<file path="src/rtl/z80_bus_ctrl.sv">
// Bus and interrupt controller beside a T80s-style Z80 core: strobe qualification, wait states,
// IRQ/NMI latching and acknowledge decode. Define Z80BUS_IM2_VECTOR_EN for the IM2 vector byte.
module z80_bus_ctrl #(
  parameter int unsigned       ADDR_W   = 16,
  parameter int unsigned       NUM_IRQ  = 4,
  parameter logic [ADDR_W-1:0] INT_VEC  = 16'h0038,
  parameter logic [ADDR_W-1:0] NMI_VEC  = 16'h0066,
  parameter logic [ADDR_W-1:0] SLOW_LO  = 16'hE000,
  parameter logic [ADDR_W-1:0] SLOW_HI  = 16'hFFFF,
  parameter int unsigned       MEM_WAIT = 0,
  parameter int unsigned       IO_WAIT  = 1,
  parameter logic [7:0]        VEC_BASE = 8'hE0
) (
  input  logic               clk,
  input  logic               reset_n,
  input  logic               clk_en,
  input  logic [ADDR_W-1:0]  cpu_adr,
  input  logic               cpu_mreq_n,
  input  logic               cpu_iorq_n,
  input  logic               cpu_rd_n,
  input  logic               cpu_wr_n,
  input  logic               cpu_rfsh_n,
  input  logic               cpu_m1_n,
  input  logic               ext_wait_n,
  input  logic [NUM_IRQ-1:0] irq_src,
  input  logic [NUM_IRQ-1:0] irq_mask,
  input  logic               nmi_src,
  output logic               mx,
  output logic               ix,
  output logic               rd,
  output logic               wr,
  output logic               m1,
  output logic               rd_stb,
  output logic               wr_stb,
  output logic               cpu_wait_n,
  output logic               cpu_int_n,
  output logic               cpu_nmi_n,
  output logic               intack,
  output logic               nmiack,
  output logic [NUM_IRQ-1:0] irq_pend,
  output logic [7:0]         vec_out
);

  typedef enum logic [1:0] {StIdle, StWait, StHold} state_e;

  state_e             state_q, state_d;
  logic [3:0]         cnt_q, cnt_d, load_cnt;
  logic               act, act_q, inta, inta_q, acc_start, inta_start;
  logic               m1_rd_mem, int_hit, nmi_hit, slow, fsm_wait_n;
  logic [NUM_IRQ-1:0] irq_q, pend_q, pend_d, enabled, ack_sel;
  logic               nmi_q, nmi_lat_q, nmi_lat_d;
  logic               rd_stb_q, wr_stb_q, intack_q, nmiack_q;

  assign mx = ~cpu_mreq_n & cpu_rfsh_n;
  assign ix = ~cpu_iorq_n;
  assign rd = ~cpu_rd_n;
  assign wr = ~cpu_wr_n;
  assign m1 = ~cpu_m1_n;

  assign act        = (mx | ix) & (rd | wr);
  assign inta       = ix & m1;
  assign acc_start  = clk_en & act & ~act_q;
  assign inta_start = clk_en & inta & ~inta_q;
  assign m1_rd_mem  = acc_start & m1 & rd & mx;
  assign int_hit    = (m1_rd_mem & (cpu_adr == INT_VEC)) | inta_start;
  assign nmi_hit    = m1_rd_mem & (cpu_adr == NMI_VEC);

  // Widened by one bit so an all-ones upper bound is not a constant comparison.
  assign slow = ({1'b0, cpu_adr} >= {1'b0, SLOW_LO}) & ({1'b0, cpu_adr} <= {1'b0, SLOW_HI});
  assign load_cnt = ix ? 4'(IO_WAIT) : ((mx & slow) ? 4'(MEM_WAIT) : 4'd0);

  assign enabled = pend_q & irq_mask;
  assign ack_sel = enabled & (~enabled + NUM_IRQ'(1));

  always_comb begin
    state_d    = state_q;
    cnt_d      = cnt_q;
    fsm_wait_n = 1'b1;
    unique case (state_q)
      StIdle: begin
        if (acc_start) begin
          cnt_d   = load_cnt;
          state_d = (load_cnt != 4'd0) ? StWait : StHold;
        end
      end
      StWait: begin
        fsm_wait_n = 1'b0;
        if (clk_en) begin
          if (cnt_q <= 4'd1) begin
            cnt_d   = 4'd0;
            state_d = StHold;
          end else begin
            cnt_d = cnt_q - 4'd1;
          end
        end
      end
      StHold: begin
        if (clk_en && !act) state_d = StIdle;
      end
      default: state_d = StIdle;
    endcase
  end

  // A new request edge in the same tick as an acknowledge keeps the latch set.
  always_comb begin
    pend_d    = pend_q;
    nmi_lat_d = nmi_lat_q;
    if (clk_en) begin
      pend_d    = (pend_q & ~(ack_sel & {NUM_IRQ{int_hit}})) | (irq_src & ~irq_q);
      nmi_lat_d = (nmi_lat_q & ~nmi_hit) | (nmi_src & ~nmi_q);
    end
  end

  always_ff @(posedge clk or negedge reset_n) begin
    if (!reset_n) begin
      state_q   <= StIdle;
      cnt_q     <= 4'd0;
      act_q     <= 1'b0;
      inta_q    <= 1'b0;
      irq_q     <= '0;
      pend_q    <= '0;
      nmi_q     <= 1'b0;
      nmi_lat_q <= 1'b0;
      rd_stb_q  <= 1'b0;
      wr_stb_q  <= 1'b0;
      intack_q  <= 1'b0;
      nmiack_q  <= 1'b0;
    end else begin
      state_q   <= state_d;
      cnt_q     <= cnt_d;
      pend_q    <= pend_d;
      nmi_lat_q <= nmi_lat_d;
      rd_stb_q  <= acc_start & rd;
      wr_stb_q  <= acc_start & wr;
      intack_q  <= int_hit;
      nmiack_q  <= nmi_hit;
      if (clk_en) begin
        act_q  <= act;
        inta_q <= inta;
        irq_q  <= irq_src;
        nmi_q  <= nmi_src;
      end
    end
  end

  assign rd_stb     = rd_stb_q;
  assign wr_stb     = wr_stb_q;
  assign intack     = intack_q;
  assign nmiack     = nmiack_q;
  assign irq_pend   = pend_q;
  assign cpu_wait_n = fsm_wait_n & ext_wait_n;
  assign cpu_int_n  = ~|enabled;
  assign cpu_nmi_n  = ~nmi_lat_q;

`ifdef Z80BUS_IM2_VECTOR_EN
  logic [7:0] vec_q, ack_vec;

  always_comb begin
    ack_vec = 8'hFF;
    for (int i = NUM_IRQ - 1; i >= 0; i--) begin
      if (enabled[i]) ack_vec = VEC_BASE | 8'(i << 1);
    end
  end

  // Vector is captured at the acknowledge edge, since that edge clears the pending bit.
  always_ff @(posedge clk or negedge reset_n) begin
    if (!reset_n) begin
      vec_q <= 8'hFF;
    end else if (clk_en) begin
      if (inta_start) vec_q <= ack_vec;
      else if (!inta) vec_q <= 8'hFF;
    end
  end

  assign vec_out = vec_q;
`else
  logic [7:0] unused_vec_base;
  assign unused_vec_base = VEC_BASE;
  assign vec_out         = 8'hFF;
`endif

endmodule

</file>
<file path="config.mk">
export PLATFORM = sky130hd
export DESIGN_NAME = z80_bus_ctrl
export DESIGN_NICKNAME = d
export VERILOG_FILES = /design/src/rtl/z80_bus_ctrl.sv
export SDC_FILE = /design/constraint.sdc
export NUM_CORES = 1
export LEC_CHECK = 0
export BUFFER_PORTS_ARGS = -buffer_cell sky130_fd_sc_hd__buf_2
export CORE_MARGIN = 2
export CORE_UTILIZATION = 49
export CTS_CLUSTER_SIZE = 30
export DETAILED_ROUTE_END_ITERATION = 12
export PLACE_DENSITY = 0.84
export SETUP_SLACK_MARGIN = 0.05
export SYNTH_ARGS = -nofsm -noshare
export SYNTH_HDL_FRONTEND = slang
export SYNTH_SLANG_ARGS = --single-unit
export TNS_END_PERCENT = 10
</file>
<file path="constraint.sdc">
create_clock -name clk -period 4 [get_ports clk]
set_input_delay 0.4 -clock clk [delete_from_list [all_inputs] [get_ports clk]]
set_output_delay 0.4 -clock clk [all_outputs]
set_load 0.01 [all_outputs]
</file>
==> run_results.csv <==
group,metric,value,unit
status,status,"finished, final reports clean",
grt,grt.overflow.total,0,
yosys,ys_ff_latch,22,
clock_network,path_clk_slew,0.12,ns
clock_network,postCtsSetupBuffers,0,
finish,final_core_util,62.7,%
min_path,hp-class,"input pin to asynchronous set/reset pin",
routing,drt_wl_total,2700,um
routing,ant_nets,0,
placement,hpwlAfterDp,2180,um
power,leakage,0.784,nW
setup_path,crit_path_max_incr_delay,0.52,ns
floorplanning,rows,18,
sta,slew_viol_final,0,
clock_network,htree_levels,1,
routing,wl_per_cell,12.6,um
clock_network,hold_buffers,0,
routing,first_pass_iters,4,
routing,route.detailed.drc,0,
grt,grt_max_degree,25,
finish,layout-drive-gt1-share,33.0,%
setup_path,end_kind,"register",
sta,finalHoldViolCount,0,
power,p_int,0.384,mW
grt,first_global_vias,1015,
clock_network,clk_path_buf_depth,2,
clock_network,worstSkewPairLatency,0.29,ns
floorplanning,die_h,54.4,um
setup_path,crit_arrival,2.06,ns
power,pwr-share-seq,50.5,%
sta,rsz0062_at_grt,"false",
yosys,synth_ff_type,"dfrtp_1",
power,peakVddDrop,0.351,mV
yosys,seq_area_frac_synth,44.3,%
finish,fillers,219,
routing,vias_per_cell,5.41,
placement,gp_congestion,0.752,
yosys,syn_inst,134,
power,power_density,370,nW/um^2
sta,finalSetupViolations,0,
sta,worst_pin_slew,0.782,ns
yosys,ys_types,35,
finish,design_area,1530,um^2
setup_path,required,4.20,ns
yosys,synth-edff-count,0,
routing,drt_iter0_drc,14,
clock_network,root_buffer,"clkbuf_4",
finish,num-nets-final,223,
routing,num_vias,1164,
sta,fmax,539,MHz
power,combPwrFrac,28.6,%
setup_path,startpoint_type,"register",
clock_network,cts_tree,"done",
setup_path,path_cells,"inv_1 > ha_1 > nor2_1 > o31ai_1 > o21ai_0 > a32o_1",
placement,port-buffer-count,50,
clock_network,numCtsBuffers,3,
floorplanning,die_w,54.4,um
sta,finClkSkew,0.00625,ns
placement,dp.cells,211,
finish,finalNonFillerCells,215,
grt,grt_pass1_wl,4080,um
yosys,synthArstFlopShare,100,%
sta,fin_crit_sh,46.4,%
finish,antenna_cells,0,
setup_path,cp_slowest_cell,"o31ai_1",
yosys,yosysWarnings,0,
grt,grt_usage,18.9,%
yosys,syn_avg_cell_area,9.27,um^2
yosys,syn_area,1240,um^2
setup_path,cp_max_fo,6,
floorplanning,dieArea,2950,um^2
job,maxCapViolCount,0,
sta,fin_setup_tns,0,ns
finish,area_delta_synth_final,22.8,%
placement,placed_area,1490,um^2
power,switching_share,31.8,%
power,clock_power_share,21.0,%
setup_path,path_class,"register to register",
sta,holdWs,0.0453,ns
sta,period_minus_slack,1.86,ns
clock_network,clock_sinks,22,
sta,slew_headroom,47.1,%
floorplanning,pin_count,59,
clock_network,cts_resized,0,
grt,antenna_found_initial,0,
floorplanning,start_util,51.1,%
floorplanning,coreArea,2430,um^2
power,switching_power,0.179,mW
==> synthesized netlist by cell type (all sizes together) (2+ instances only) <==
cell / n / share of area [%]
nand3b: 3 / 1.8
o21ai: 11 / 4.4
ha: 2 / 2.0
a21oi: 4 / 1.6
nor3: 5 / 2.0
nor2: 10 / 3.0
nand2: 6 / 1.8
nor4b: 2 / 1.4
mux2: 4 / 3.6
o31ai: 2 / 1.2
a41oi: 2 / 1.4
nand4: 5 / 2.5
dfrtp: 22 / 44
o22ai: 3 / 1.5
buf: 8 / 4.8
a221oi: 2 / 1.4
inv: 16 / 4.8
nor4: 2 / 2.2
a21boi: 2 / 1.2
nand2b: 4 / 2.0
nand3: 3 / 1.2
nor2b: 3 / 1.5
clkbuf: 2 / 0.60
==> cell families (layout without fill, tap and decap cells) <==
group,after synthesis,count (layout),share of synthesized area [%]
DFF,22,22,44.3
adders and majority gates,2,2,2.01
AOI/OAI and AO/OA,32,32,16.9
other,1,8,0.302
muxes,5,5,4.43
buffers and inverters,26,70,10.3
and+or+nand+nor,46,46,21.8
==> cells in the final DEF (no fill, tap or decap), types with 2 or more instances in the layout <==
cell type	Yosys	layout
nand2b_1	4	4
conb_1	1	8
a21oi_1	4	4
mux2_2	4	4
clkbuf_4	0	3
nand2_1	6	6
o22ai_1	3	3
buf_2	0	50
nor2_1	10	10
nand3b_1	3	3
nand4_1	5	5
o31ai_1	2	2
a21boi_0	2	2
nand3_1	3	3
nor3_1	5	5
nor2b_1	3	3
nor4b_1	2	2
inv_1	16	16
a41oi_1	2	2
a221oi_1	2	2
ha_1	2	2
dfrtp_1	22	22
o21ai_0	11	11
==> worst paths after layout <==
path / end / cells past startpoint / startpoint / slack [ns]
min: irq_q[0] / 1 / reset_n / 0.05
min reg2reg: nmi_lat_q / 1 / nmi_q / 0.48
max reg2reg: state_q[0] / 6 / cnt_q[0] / 2.14
max in group asynchronous: cnt_q[0] / 1 / reset_n / 3.63
min in group clk: wr_stb / 2 / cpu_wr_n / 0.28
max: state_q[0] / 6 / cnt_q[0] / 2.14
==> power by group through the flow <==
stage          sequential (mW)  combinational [mW]  clock, mW
2_1_floorplan            0.282               0.112          0
3_3_place_gp             0.284               0.150          0
3_5_place_dp             0.288               0.162          0
4_1_cts                  0.283               0.163      0.121
5_1_grt                  0.289               0.183      0.132
6_report                 0.285               0.161      0.118
==> stage by stage <==
step / worst slack (ns) / power [mW]
after global routing: 1.91 / 0.604
after floorplan: 2.34 / 0.394
after global placement: 2.02 / 0.434
final: 2.14 / 0.564
after detailed placement: 1.95 / 0.450
after CTS: 2.11 / 0.567
==> flip-flops by register name, summed over array words and instances, names as in the netlist <==
name	count
inta_q	1
rd_stb	1
nmi_lat_q	1
state_q	2
nmiack	1
wr_stb	1
irq_pend	4
nmi_q	1
irq_q	4
cnt_q	4
act_q	1
intack	1
==> routing by layer <==
layer	up-vias	wire (um)	global-route usage, %
met2	46	1380	37.3
met4	0	19	5.00
met1	548	1080	20.4
met5	-	0	0
li1	566	-	-
met3	4	219	3.01
==> worst max-delay path: cells and delay by family (launching register included) <==
kind | cells | cell delay (ns)
DFF | 1 | 0.44
adders and majority gates | 1 | 0.19
and+or+nand+nor | 1 | 0.05
AOI/OAI and AO/OA | 3 | 1.00
buffers and inverters | 1 | 0.08
==> final cells by class <==
class | instances | area (um^2) | share of cell area, %
clock buffers | 4 | 36.3 | 2.38
inverters | 16 | 60.1 | 3.94
multi-input cells | 93 | 591 | 38.7
flip-flops and latches | 22 | 551 | 36.1
well taps | 30 | 37.5 | 2.46
repair buffers | 50 | 250 | 16.4
No activity file was read; power rests on OpenSTA's default activity.
